$ cat config.mk
export PLATFORM = sky130hd
export DESIGN_NAME = warp_allocator
export DESIGN_NICKNAME = d
export VERILOG_FILES = /design/src/rtl/bgpu_pkg.sv /design/src/rtl/warp_slot_picker.sv /design/src/rtl/warp_allocator.sv
export SDC_FILE = /design/constraint.sdc
export NUM_CORES = 1
export LEC_CHECK = 0
export CELL_PAD_IN_SITES_DETAIL_PLACEMENT = 1
export CELL_PAD_IN_SITES_GLOBAL_PLACEMENT = 1
export CORE_MARGIN = 5
export CORE_UTILIZATION = 35
export CTS_CLUSTER_SIZE = 16
export DETAILED_ROUTE_END_ITERATION = 10
export PLACE_DENSITY = 0.81
export SLEW_MARGIN = 20
export SYNTH_ARGS = -nofsm -noshare
export SYNTH_HDL_FRONTEND = slang
export SYNTH_HIERARCHICAL = 1
export SYNTH_SLANG_ARGS = --single-unit
export TNS_END_PERCENT = 1
$ cat constraint.sdc
create_clock -name clk_i -period 2.9 [get_ports clk_i]
set_clock_uncertainty 0.1 [all_clocks]
set_input_delay 0.58 -clock clk_i [delete_from_list [all_inputs] [get_ports clk_i]]
set_output_delay 0.58 -clock clk_i [all_outputs]
set_load 0.05 [all_outputs]
$ cat src/rtl/bgpu_pkg.sv
// Shared types for the warp allocation path: id, pc, address, block and group widths.
// warp_init_t bundles the fields handed to the warp table on an init pulse.
package bgpu_pkg;

  localparam int DefNumWarps      = 8;
  localparam int DefPcWidth       = 16;
  localparam int DefAddressWidth  = 32;
  localparam int DefTblockIdxBits = 5;
  localparam int DefTblockSzBits  = 6;
  localparam int DefTgroupIdBits  = 8;
  localparam int DefWidBits       = $clog2(DefNumWarps);

  typedef logic [DefWidBits-1:0]       warp_id_t;
  typedef logic [DefPcWidth-1:0]       pc_t;
  typedef logic [DefAddressWidth-1:0]  addr_t;
  typedef logic [DefTblockIdxBits-1:0] tblock_idx_t;
  typedef logic [DefTblockSzBits-1:0]  tblock_size_t;
  typedef logic [DefTgroupIdBits-1:0]  tgroup_id_t;

  typedef struct packed {
    warp_id_t     warp_id;
    pc_t          pc;
    addr_t        dp_addr;
    tblock_size_t tblock_size;
    tblock_idx_t  tblock_idx;
    tgroup_id_t   tgroup_id;
  } warp_init_t;

endpackage

$ cat src/rtl/warp_slot_picker.sv
// Combinational free-slot selector: first clear bit of active at or after ptr (wrapping).
// Ports: active (bitmap), ptr (search start) -> sel (slot), any_free (some bit clear).
module warp_slot_picker #(
  parameter int N = 8,
  localparam int W = $clog2(N)
) (
  input  logic [N-1:0] active,
  input  logic [W-1:0] ptr,
  output logic [W-1:0] sel,
  output logic         any_free
);

  int   idx;
  logic found;

  always_comb begin
    sel   = '0;
    found = 1'b0;
    idx   = 0;
    for (int i = 0; i < N; i++) begin
      idx = int'(ptr) + i;
      if (idx >= N) idx = idx - N;
      if (!found && !active[idx]) begin
        found = 1'b1;
        sel   = W'(idx);
      end
    end
  end

  assign any_free = ~&active;

endmodule

$ cat src/rtl/warp_allocator.sv
// Binds dispatcher requests to free warp slots and emits a registered init pulse.
// Ports: allocate_* request (valid/ready via warp_free_o), init_* pulse out,
// warp_done_* retire in, warp_active_o / active_warps_o status.
// Macro WARP_ALLOCATOR_ROUND_ROBIN_EN selects round-robin instead of lowest-index.
module warp_allocator
  import bgpu_pkg::*;
#(
  parameter int NumWarps       = DefNumWarps,
  parameter int PcWidth        = DefPcWidth,
  parameter int AddressWidth   = DefAddressWidth,
  parameter int TblockIdxBits  = DefTblockIdxBits,
  parameter int TblockSizeBits = DefTblockSzBits,
  parameter int TgroupIdBits   = DefTgroupIdBits,
  localparam int WidBits       = $clog2(NumWarps),
  localparam int CntBits       = $clog2(NumWarps + 1)
) (
  input  logic                      clk_i,
  input  logic                      rst_ni,
  input  logic                      allocate_warp_i,
  output logic                      warp_free_o,
  input  logic [PcWidth-1:0]        allocate_pc_i,
  input  logic [AddressWidth-1:0]   allocate_dp_addr_i,
  input  logic [TblockSizeBits-1:0] allocate_tblock_size_i,
  input  logic [TblockIdxBits-1:0]  allocate_tblock_idx_i,
  input  logic [TgroupIdBits-1:0]   allocate_tgroup_id_i,
  output logic                      init_valid_o,
  output logic [WidBits-1:0]        init_warp_id_o,
  output logic [PcWidth-1:0]        init_pc_o,
  output logic [AddressWidth-1:0]   init_dp_addr_o,
  output logic [TblockSizeBits-1:0] init_tblock_size_o,
  output logic [TblockIdxBits-1:0]  init_tblock_idx_o,
  output logic [TgroupIdBits-1:0]   init_tgroup_id_o,
  input  logic                      warp_done_i,
  input  logic [WidBits-1:0]        warp_done_id_i,
  output logic [NumWarps-1:0]       warp_active_o,
  output logic [CntBits-1:0]        active_warps_o
);

  logic [NumWarps-1:0] active_q, active_d;
  logic [CntBits-1:0]  active_cnt_q, cnt_d;
  logic [WidBits-1:0]  sel, ptr;
  logic                any_free, hs, done_ok;
  logic                init_valid_q;
  warp_init_t          init_q;

  warp_slot_picker #(.N(NumWarps)) u_picker (
    .active   (active_q),
    .ptr      (ptr),
    .sel      (sel),
    .any_free (any_free)
  );

  assign warp_free_o = any_free;
  assign hs          = allocate_warp_i && any_free;
  // Out-of-range or already-free retires must not touch state.
  assign done_ok = warp_done_i
                && (int'(warp_done_id_i) < NumWarps)
                && active_q[warp_done_id_i];

  always_comb begin
    active_d = active_q;
    cnt_d    = active_cnt_q;
    if (done_ok) active_d[warp_done_id_i] = 1'b0;
    if (hs) active_d[sel] = 1'b1;
    case ({hs, done_ok})
      2'b10:   cnt_d = active_cnt_q + CntBits'(1);
      2'b01:   cnt_d = active_cnt_q - CntBits'(1);
      default: cnt_d = active_cnt_q;
    endcase
  end

  always_ff @(posedge clk_i or negedge rst_ni) begin
    if (!rst_ni) begin
      active_q     <= '0;
      active_cnt_q <= '0;
      init_valid_q <= 1'b0;
      init_q       <= '0;
    end else begin
      active_q     <= active_d;
      active_cnt_q <= cnt_d;
      init_valid_q <= hs;
      if (hs) begin
        init_q.warp_id     <= sel;
        init_q.pc          <= allocate_pc_i;
        init_q.dp_addr     <= allocate_dp_addr_i;
        init_q.tblock_size <= allocate_tblock_size_i;
        init_q.tblock_idx  <= allocate_tblock_idx_i;
        init_q.tgroup_id   <= allocate_tgroup_id_i;
      end
    end
  end

`ifdef WARP_ALLOCATOR_ROUND_ROBIN_EN
  logic [WidBits-1:0] rr_ptr_q;

  always_ff @(posedge clk_i or negedge rst_ni) begin
    if (!rst_ni) begin
      rr_ptr_q <= '0;
    end else if (hs) begin
      rr_ptr_q <= (int'(sel) == NumWarps - 1) ? '0 : sel + 1'b1;
    end
  end

  assign ptr = rr_ptr_q;
`else
  assign ptr = '0;
`endif

  assign init_valid_o       = init_valid_q;
  assign init_warp_id_o     = init_q.warp_id;
  assign init_pc_o          = init_q.pc;
  assign init_dp_addr_o     = init_q.dp_addr;
  assign init_tblock_size_o = init_q.tblock_size;
  assign init_tblock_idx_o  = init_q.tblock_idx;
  assign init_tgroup_id_o   = init_q.tgroup_id;
  assign warp_active_o      = active_q;
  assign active_warps_o     = active_cnt_q;

`ifndef SYNTHESIS
  a_no_hs_full: assert property (
    @(posedge clk_i) disable iff (!rst_ni) hs |-> !(&active_q))
    else $error("handshake while all slots active");

  a_done_free: assert property (
    @(posedge clk_i) disable iff (!rst_ni)
    (warp_done_i && int'(warp_done_id_i) < NumWarps) |-> active_q[warp_done_id_i])
    else $warning("retire for slot %0d which is not active", warp_done_id_i);

  a_cnt: assert property (
    @(posedge clk_i) disable iff (!rst_ni)
    int'(active_cnt_q) == $countones(active_q))
    else $error("active count disagrees with bitmap");
`endif

endmodule

---- After elaboration in Yosys (flattened, before gate mapping) ----
Cells that the tools add are included.
storage, ports and cells
  register bits ........................... 83
  input bits .............................. 74
  word-level logic and storage cells ...... 70
operators by class
  add/sub/neg operators ................... 2
  $lt $le $gt $ge ......................... 4
  eq/ne operators ......................... 2
  mux-type cells .......................... 23
  bitwise operators ....................... 3
  reduce and logical (&&, ||, !) cells .... 27
operator list
  operator               number
  $mux W8                2
  $logic_not A1 Y1       14
  $mux W3                4
  $logic_and A1 B1 Y1    11
  $mux W1                11
  $and A8 B8 Y8          1
  $lt A3 B4 Y1 const B   2
  $not A8 Y8             1
  $or A8 B8 Y8           1
  $pmux W4 S2            1
  $reduce_and A8 Y1      1
  $demux W1 S3           2
  $ge A3 B1 Y1 const B   2
  $add A4 B1 Y4 const B  1
  $mux W2                2
  $sub A4 B1 Y4 const B  1
  $bmux W1 S3            1
  $eq A2 B1 Y1 const B   1
  $eq A2 B2 Y1 const B   1
  $reduce_bool A2 Y1     1

---- Longest topological paths before layout ----
  depth after elaboration ................. 27
  mapped depth ............................ 15
  depth with buffers taken out ............ 12

---- By module ----
Netlist, hierarchy kept.
by module, submodules not included
  module            times used  cells each  area an instance (um^2)
  warp_allocator    1           223         3,329.4
  warp_slot_picker  1           108         925.9

---- Least setup slack after synthesis ----
Ideal clock, no wire load.
  kind .................................... register to register
  from .................................... register active_q[7], in the netlist warp_active_o[7]
  to ...................................... register active_cnt_q[2], in the netlist active_warps_o[2]
  library setup time ...................... 0.145 ns
  arrival time ............................ 2.839 ns
  data required time ...................... 2.655 ns
  slack ................................... -0.184 ns
  cell stages (with the launch flop) ...... 13
  buffers on the path ..................... 1
  clock period less this slack ............ 3.084 ns
  path through ............................ dfrtp_1 nand4_1 or2_2 and2_1 inv_2 buf_2 ha_1 xor2_1 ha_1 a21oi_1 xor2_1 nor2_1 xor2_1
on the way
  cells in the longest elaborated chain, start to end .. 5
ends and longest elaborated chain
  what                                                      line                    text
  start, declared                                           warp_allocator.sv:39    logic [NumWarps-1:0] active_q, active_d;
  start signal, assigned                                    warp_allocator.sv:79    active_q <= active_d;
  $reduce_and A8 Y1 (*)                                     warp_slot_picker.sv:30  assign any_free = ~&active;
  $logic_not A1 Y1 (*)                                      warp_slot_picker.sv:30
  named net warp_free_o                                     warp_allocator.sv:20    output logic warp_free_o,
  $logic_and A1 B1 Y1 (*)                                   warp_allocator.sv:54    assign hs = allocate_warp_i && any_free;
  named net hs                                              warp_allocator.sv:42    logic any_free, hs, done_ok;
  $eq A2 B1 Y1 / $eq A2 B2 Y1 (equally long branches)       warp_allocator.sv:65    case ({hs, done_ok})
  $pmux W4 S2 / $reduce_bool A2 Y1 (equally long branches)  n/a
  end signal, assigned                                      warp_allocator.sv:80    active_cnt_q <= cnt_d;
  end, declared                                             warp_allocator.sv:40    logic [CntBits-1:0] active_cnt_q, cnt_d;
Mark *: on every way through the listed nets, which the timed path passes. The rest lies on a longest branch. The select of a mux whose other input is x is not followed.
A chain may end at the register's enable or synchronous reset.

---- Worst setup path in the final report ----
  from .................................... register active_q[0], in the netlist warp_active_o[0]
  to ...................................... register active_cnt_q[2], in the netlist active_warps_o[2]
on the way
  cells in the longest elaborated chain, start to end .. 5
ends and longest elaborated chain
  what                                                                      line
  $bmux W1 S3 / $reduce_and A8 Y1 (equally long branches)                   warp_allocator.sv:58, warp_slot_picker.sv:30
  $mux W1 (not written as such) / $logic_not A1 Y1 (equally long branches)  warp_allocator.sv:58, warp_slot_picker.sv:30
  $logic_and A1 B1 Y1 (on tied branches)                                    warp_allocator.sv:58, warp_allocator.sv:54
  $eq A2 B1 Y1 / $eq A2 B2 Y1 (equally long branches)                       warp_allocator.sv:65
  $pmux W4 S2 / $reduce_bool A2 Y1 (equally long branches)                  n/a
Parallel ways exist; a longest one is shown, timed or not. The select of a mux whose other input is x is not followed.

==> results.json <==
{
  "path_buf_inv": 1,
  "num_rows": 40,
  "synth_cell_types": 47,
  "fmax_mhz": 360,
  "yosysTopAreaCell": "dfrtp_1",
  "placed_cell_area_um2": 6090,
  "p_int_w": 0.00345,
  "fin_crit_ns": 2.78,
  "ir_drop_mv": 0.481,
  "syn_area_um2": 4260,
  "final-seq-area_um2": 2090,
  "outcome": "complete, no violations",
  "die_h_um": 120,
  "path_clk_slew_ns": 0.07,
  "worst_path_largest_cell_delay_ns": 0.40,
  "drc": 0,
  "via_per_inst": 5.34,
  "cts-htree-levels": 3,
  "ios": 158,
  "areaGrowthSynthToFinish_pct": 52.2,
  "dp_hpwl_mm": 11.1,
  "cp-start-kind": "flop",
  "ant_nets": 0,
  "grt_pass1_wl_mm": 24.4,
  "synth_area_leaders": "dfrtp_1 (49%), mux2_2 (21%), mux4_2 (3.7%), mux2i_1 (1.9%), mux4_1 (1.9%)",
  "ctsHoldBuffers": 0,
  "fin_hold_ws_ns": 0.112,
  "nNetsFinal": 586,
  "grt-ovfl-total": 0,
  "multi_input_area_um2": 2090,
  "cts_buffer_depth": 2,
  "p_leak_nw": 2.59,
  "fill_cells": 1183,
  "powerDensity_nw_per_um2": 913,
  "crit_path_cell_trace": "buf_4, mux2i_1, o32ai_1, or3_4, and2_1, ha_2, xor2_1, ha_2, a21oi_2, xor2_1, nor2_1, xor2_1",
  "cp.arrival_ns": 2.89,
  "clk_latency_ns": 0.34,
  "hold_viol": 0,
  "antenna_found_initial": 1,
  "vias": 3516,
  "drive_gt1_frac": 0.287,
  "synth_most_common_cell": "dfrtp_1",
  "synth_warnings": 6,
  "gp_congestion": 0.891,
  "io_buffer_count": 157,
  "drv_cap": 0,
  "synth_ff_type": "dfrtp_1",
  "die_w_um": 120,
  "reg2reg_from": "warp_active_o[0]$_DFF_PN0_",
  "tightest_slew_ns": 0.820,
  "drt-wirelength-per-cell_um": 23.9,
  "cts_made_buffers": 9,
  "setup_violations": 0,
  "cts_sinks": 83,
  "yosysSeqAreaShare": 0.488,
  "cts_tree": "done",
  "ys_top_cells_by_count": "dfrtp_1 (83), mux2_2 (78), nand2_1 (16), o21ai_0 (15), nor2_1 (13)",
  "critPathKind": "flop to flop",
  "synth_edf_count": 0,
  "ys_async_sr_fraction": 1.00,
  "fp.coreArea_um2": 12000,
  "synth_cells": 331,
  "die-area_um2": 14500,
  "tns_ns": 0,
  "slowest_stage": "dfrtp_2",
  "crit_path_start": "warp_active_o[0]$_DFF_PN0_",
  "start_util": 0.356,
  "r2r_setup_slack_ns": 0.12,
  "clockRootBuffer": "clkbuf_16",
  "critical-path-top-delay-family": "simple AND/OR/NAND/NOR gates",
  "cp.required_ns": 3.01,
  "grt.total_usage": 0.221,
  "stdcell_area_um2": 6470,
  "avgSynthCellArea_um2": 12.9,
  "combPwrFrac": 0.486,
  "dp_cells": 643,
  "finalWirelength_mm": 15.8,
  "relSlewSlack": 0.454,
  "final_util": 0.541,
  "finalMaxSlewViolations": 0,
  "setup.worst_path.end_class": "flop",
  "drtIter0Drc": 161,
  "switchingPower_w": 0.00246,
  "firstDrtPassIters": 4,
  "seqPwrFrac": 0.275,
  "finalNonFillerCells": 659,
  "grt_pass1_vias": 4094,
  "cts_setup_buffers": 0,
  "antenna_cells": 0,
  "synth_top_area_frac": 0.488,
  "ys_seq_elements": 83,
  "cp_common_cell": "xor2_1",
  "grt_max_degree": 66,
  "post-route-period-util": 0.958,
  "p_clk_frac": 0.240,
  "swShare": 0.416,
  "min_path_type": "input pin to asynchronous set/reset pin",
  "critPathMaxFanout": 9
}
==> worst paths after layout <==
check,to,cells past startpoint
min reg2reg,active_warps_o[3]$_DFFE_PN0P_,1
min,init_dp_addr_o[25]$_DFFE_PN0N_,1
min in group clk_i,active_warps_o[3]$_DFFE_PN0P_,1
max in group asynchronous,init_dp_addr_o[15]$_DFFE_PN0N_,2
max reg2reg,active_warps_o[2]$_DFFE_PN0P_,12
max,active_warps_o[2]$_DFFE_PN0P_,12
==> flip-flops by register name (all words and copies together), names as in the netlist <==
| name | flops |
|---|---|
| active_warps_o | 4 |
| init_dp_addr_o | 32 |
| init_pc_o | 16 |
| init_tblock_idx_o | 5 |
| init_tblock_size_o | 6 |
| init_tgroup_id_o | 8 |
| init_valid_o | 1 |
| init_warp_id_o | 3 |
| warp_active_o | 8 |
==> metal layers <==
| layer | wire (µm) | GRT usage | up-vias |
|---|---|---|---|
| met1 | 5850 | 0.239 | 1774 |
| li1 | - | - | 1571 |
| met3 | 1360 | 0.0917 | 23 |
| met2 | 8210 | 0.403 | 146 |
| met4 | 328 | 0.0517 | 2 |
| met5 | 11 | 0 | - |
==> cells in the final DEF, fill, tap and decap left out, types with 4 or more instances in the layout <==
cell,n
o22ai_1,4
clkbuf_16,9
conb_1,6
mux4_2,7
buf_4,20
dfrtp_1,75
nand3_1,8
xor2_1,6
a21oi_1,4
bufinv_16,4
clkdlybuf4s50_1,153
nand2_1,16
dfrtp_2,8
o31ai_1,5
nand4_1,5
nor2_1,13
mux2_2,78
mux2i_1,7
o21ai_0,15
nand2b_1,7
inv_1,5
==> power groups by stage <==
stage | sequential, W | clock (W) | combinational [W]
finish | 0.00162 | 0.00142 | 0.00287
global route | 0.00166 | 0.00150 | 0.00301
CTS | 0.00163 | 0.00144 | 0.00283
detailed placement | 0.00163 | 0 | 0.00278
global placement | 0.00161 | 0 | 0.00271
floorplan | 0.00236 | 0 | 0.000972
==> kinds of logic (layout without fill, tap and decap cells) <==
| kind of cell | count (synthesis) | in the layout | share of synthesized area |
|---|---|---|---|
| xor+xnor | 9 | 9 | 0.0185 |
| simple gates | 63 | 63 | 0.0814 |
| compound gates | 51 | 51 | 0.0856 |
| fa+ha+maj | 5 | 5 | 0.0147 |
| other cells | 1 | 6 | 0.000881 |
| buf+inv | 23 | 199 | 0.0300 |
| flops | 83 | 83 | 0.488 |
| mux | 96 | 96 | 0.281 |
==> final cells by class <==
cell class                      count  area share
Inverter                            6     0.00348
Tap cell                          147      0.0284
Timing Repair Buffer              177       0.266
Clock buffer                        9      0.0348
Multi-Input combinational cell    230       0.323
Clock inverter                      7      0.0216
Sequential cell                    83       0.322
==> timing repair <==
| action | CTS | global route |
|---|---|---|
| cloned | 0 | 0 |
| gates resized for setup | 6 | 5 |
| setup endpoints to repair | 2 | 5 |
| pin swaps | 1 | 2 |
==> through the flow <==
step / total power, W / setup slack [ns]
global placement: 0.00432 / -0.404
floorplan: 0.00333 / 0.00758
finish: 0.00591 / 0.122
global route: 0.00617 / -0.0115
CTS: 0.00590 / 0.0351
detailed placement: 0.00441 / -0.508
Note: power is estimated with default switching activity, not from simulation.
